[src/rtl/skid_buf_64bit_pkg.sv]
// Shared state encoding for the 64-bit skid buffer.
// Code 2'b11 is never entered; the top recovers from it to ST_EMPTY.
package skid_buf_64bit_pkg;

  localparam int ST_W = 2;

  typedef enum logic [ST_W-1:0] {
    ST_EMPTY = 2'b00,
    ST_BUSY  = 2'b01,
    ST_FULL  = 2'b10
  } skid_state_e;

endpackage

[src/rtl/reg_en_64bit.sv]
// WIDTH-bit register with load enable.
// Asynchronous active-low reset clears the register to zero.
module reg_en_64bit #(
  parameter int WIDTH = 64
) (
  input  logic             clk,
  input  logic             rst_n,
  input  logic             en,
  input  logic [WIDTH-1:0] d,
  output logic [WIDTH-1:0] q
);

  always_ff @(posedge clk or negedge rst_n) begin
    if (!rst_n) begin
      q <= '0;
    end else if (en) begin
      q <= d;
    end
  end

endmodule

[src/rtl/skid_buf_64bit.sv]
// Two-entry valid/ready skid buffer with registered in_ready and out_valid.
// Optional output transfer counter enabled by macro SKID_BUF_64BIT_XFER_CNT_EN.
module skid_buf_64bit
  import skid_buf_64bit_pkg::*;
#(
  parameter int WIDTH = 64,
  parameter int CNT_W = 16
) (
  input  logic             clk,
  input  logic             rst_n,
  input  logic             in_valid,
  output logic             in_ready,
  input  logic [WIDTH-1:0] in_data,
  output logic             out_valid,
  input  logic             out_ready,
  output logic [WIDTH-1:0] out_data
`ifdef SKID_BUF_64BIT_XFER_CNT_EN
  ,
  output logic [CNT_W-1:0] xfer_cnt
`endif
);

  skid_state_e      state, state_nxt;
  logic             in_ready_q, out_valid_q;
  logic             in_fire, out_fire;
  logic             main_en, main_sel_skid, skid_en;
  logic [WIDTH-1:0] main_d, skid_q;

  assign in_ready  = in_ready_q;
  assign out_valid = out_valid_q;
  assign in_fire   = in_valid & in_ready_q;
  assign out_fire  = out_valid_q & out_ready;

  always_comb begin
    state_nxt     = state;
    main_en       = 1'b0;
    main_sel_skid = 1'b0;
    skid_en       = 1'b0;
    case (state)
      ST_EMPTY: begin
        if (in_fire) begin
          state_nxt = ST_BUSY;
          main_en   = 1'b1;
        end
      end
      ST_BUSY: begin
        if (in_fire && out_fire) begin
          main_en = 1'b1;
        end else if (in_fire && !out_ready) begin
          state_nxt = ST_FULL;
          skid_en   = 1'b1;
        end else if (!in_valid && out_fire) begin
          state_nxt = ST_EMPTY;
        end
      end
      ST_FULL: begin
        // Input is blocked here; the skid word moves up as soon as main drains.
        if (out_ready) begin
          state_nxt     = ST_BUSY;
          main_en       = 1'b1;
          main_sel_skid = 1'b1;
        end
      end
      default: state_nxt = ST_EMPTY;
    endcase
  end

  // Handshake flops are loaded from the next state so both stay registered.
  always_ff @(posedge clk or negedge rst_n) begin
    if (!rst_n) begin
      state       <= ST_EMPTY;
      in_ready_q  <= 1'b1;
      out_valid_q <= 1'b0;
    end else begin
      state       <= state_nxt;
      in_ready_q  <= (state_nxt != ST_FULL);
      out_valid_q <= (state_nxt != ST_EMPTY);
    end
  end

  assign main_d = main_sel_skid ? skid_q : in_data;

  reg_en_64bit #(.WIDTH(WIDTH)) u_main (
    .clk   (clk),
    .rst_n (rst_n),
    .en    (main_en),
    .d     (main_d),
    .q     (out_data)
  );

  reg_en_64bit #(.WIDTH(WIDTH)) u_skid (
    .clk   (clk),
    .rst_n (rst_n),
    .en    (skid_en),
    .d     (in_data),
    .q     (skid_q)
  );

`ifdef SKID_BUF_64BIT_XFER_CNT_EN
  always_ff @(posedge clk or negedge rst_n) begin
    if (!rst_n) begin
      xfer_cnt <= '0;
    end else if (out_fire) begin
      xfer_cnt <= xfer_cnt + CNT_W'(1);
    end
  end
`else
  logic [31:0] cnt_w_unused;
  assign cnt_w_unused = 32'(CNT_W);
`endif

endmodule
[config.mk]
export PLATFORM = sky130hd
export DESIGN_NAME = skid_buf_64bit
export DESIGN_NICKNAME = d
export VERILOG_FILES = /design/src/rtl/skid_buf_64bit_pkg.sv /design/src/rtl/reg_en_64bit.sv /design/src/rtl/skid_buf_64bit.sv
export SDC_FILE = /design/constraint.sdc
export NUM_CORES = 1
export LEC_CHECK = 0
export ABC_AREA = 1
export CORE_MARGIN = 1.5
export CORE_UTILIZATION = 40
export CTS_CLUSTER_DIAMETER = 200
export DETAILED_ROUTE_END_ITERATION = 16
export PLACE_DENSITY = 0.71
export SLEW_MARGIN = 10
export SYNTH_ARGS = -nofsm -noshare
export SYNTH_HDL_FRONTEND = slang
export SYNTH_HIERARCHICAL = 1
export SYNTH_SLANG_ARGS = --single-unit
[constraint.sdc]
create_clock -name clk -period 3.4 [get_ports clk]
set_input_delay 1.02 -clock clk [delete_from_list [all_inputs] [get_ports clk]]
set_output_delay 1.02 -clock clk [all_outputs]
set_load 0.02 [all_outputs]
==> results.toml <==
[cts]
ctsLongestPathBuffers = 2
post-cts-setup-buffers = 0
cts_num_sinks = 132
cts_buffers = 17
holdBufCountCts = 0
h-tree-depth = 4
cts_tree = "built"
path_clk_slew_ps = 50
root_buffer = "clkbuf_16"
cts-resized-gates = 0
clk_latency_ps = 410

[min_path]
hold_class = "register to register"
min_delay_path_depth = 2
holdCritStartpoint = "u_main/q[20]"
min_to = "u_main/q[20]"

[global_route]
use_met3_pct = 4.439
grt_use_met2_pct = 28.36
grt_util_met1_pct = 22.81
antenna_found_initial = 0
grt_pass1_wl_um = 22730
overflow = 0
grt_max_degree = 130
gr-max-usage-layer = "met2"
grt_pass1_vias = 4674
track_usage_pct = 17.70

[final_layout]
num_antenna_cells = 0
nNetsFinal = 960
layout_common_cells = "454 x nand2_1, 132 x clkdlybuf4s50_1, 131 x dfrtp_1"
final_common_cell = "nand2_1"
drive_gt1_share_pct = 9.613
syn_to_final_growth_pct = 30.59

[setup_path]
endpoint_kind = "register"
rr_worst_depth = 8
r2r_slack_ps = 1370
crit_required_ps = 3740
regToRegStartpoint = "state[1]"
critPathKind = "input pin to register"
worst_ep_arrival_time_ps = 2960
cp_max_fo = 64
cp-start-kind = "input pin"
r2r-end = "u_main/q[38]"

[power]
power.leakage_uw = 0.004288
power_uw = 7507
powerDensity_nw_per_um2 = 925.8
irDropWorstVdd_uv = 705.7

[job]
drv_cap = 0

[die]
die_x_um = 127.6
placementRows = 45
die_y_um = 127.6
coreArea_um2 = 15200
dieArea_um2 = 16280
floorplan.initialDensity_pct = 40.85
io_pins = 134

[sta]
rsz0062_at_grt = "no"
max_slew_margin_pct = 20.98
skew_ps = 7.397
hold_violations = 0
drv_slew = 0
layout_min_cycle_time_ps = 2614
tns_ps = 0
worst_pin_slew_ps = 1184
fin_crit_sh_pct = 76.90
max_freq_mhz = 382.5
setup_viol = 0

[detailed_routing]
route.detailed.drc = 0
wl_per_cell_um = 12.30
vias_per_cell = 4.513
vias = 4933
ant_nets = 0
dr.pass1.iters = 5
wl_um = 13440
drt_iter0_drc = 345

[yosys]
synthCells = 775
ys_ff_latch = 132
synth_nets = 843
synth_cell_types = 18
yosysWarnings = 6
syn_area_per_cell_um2 = 8.013
ys_seq_area_share_pct = 53.21
synthesis.area_um2 = 6210

[placement]
hpwl_um = 8059
port_buffers = 133
gp_congestion = 0.7559

[status]
status = "complete, no violations"
==> cells in the mapped netlist (all sizes together) <==
cell type  number  share of area (%)
nand2         454                 27
dfrtp         131                 53
inv            74                4.5
o21ai          64                7.9
buf            26                3.3
clkbuf         14                2.8
nand3           6               0.56
nor2            4               0.24
dfstp           1               0.42
nand4           1               0.10
==> sequential cells by signal, summed over array words and instances (netlist names) <==
name	count
u_skid/q	64
state	2
in_ready	1
out_valid	1
u_main/q	64
==> critical path: stages <==
cell and delay [ps]:
clkdlybuf4s50_1 590, inv_1 60, nand3_1 150, nor2_4 50, inv_2 810, nand2_1 140, nand2_1 120
==> layout make-up <==
cell class	instances	area, um2
Clock buffer	22	474.2
Sequential cell	132	3304
Fill cell	1443	7093
Multi-Input combinational cell	529	2270
Clock inverter	10	152.6
Tap cell	188	235.2
Inverter	74	277.8
Timing Repair Buffer	138	1395
==> stage by stage <==
| step | util [%] | instances | setup slack (ps) | area (um2) | hold WS (ps) |
|---|---|---|---|---|---|
| after floorplan | - | 775 | 1456 | 6210 | 441.9 |
| after global placement | 49.22 | 1061 | 380.7 | 7482 | 453.1 |
| after detailed placement | 49.22 | 1061 | 373.1 | 7482 | 457.6 |
| after CTS | 53.34 | 1093 | 779.3 | 8109 | 471.7 |
| after global routing | 53.34 | 1093 | 634.4 | 8109 | 483.5 |
| final | 53.34 | 1093 | 785.5 | 8109 | 465.5 |
==> cell families (layout without fill, tap and decap cells) <==
kind of cell	after synthesis	in the layout	synth area share, %
AND/OR/NAND/NOR	465	465	28.35
buffers and inverters	114	244	10.56
flip-flops	132	132	53.21
AO/OA/AOI/OAI	64	64	7.878
==> layer usage <==
layer | routed length [um] | vias to the layer above
li1 | - | 2559
met1 | 6339 | 2269
met2 | 6368 | 87
met3 | 442 | 18
met4 | 289 | 0
met5 | 0 | -
==> how the worst max path moves through the flow <==
stage	from	end	slack (ps)	cells after the start
floorplan	out_ready	u_main/q[4]	1460	7
global placement	out_ready	u_skid/q[53]	380	7
detailed placement	out_ready	u_skid/q[44]	370	7
CTS	out_ready	u_skid/q[12]	780	7
global route	out_ready	u_skid/q[26]	630	7
finish	out_ready	u_skid/q[12]	790	7
==> where the power goes <==
part	total (uW)	internal, uW	switching (uW)
Sequential	2720	2320	398
Clock	1930	1280	647
Combinational	2860	1170	1690
Total	7510	4770	2740
(Power assumes the default switching activity.)
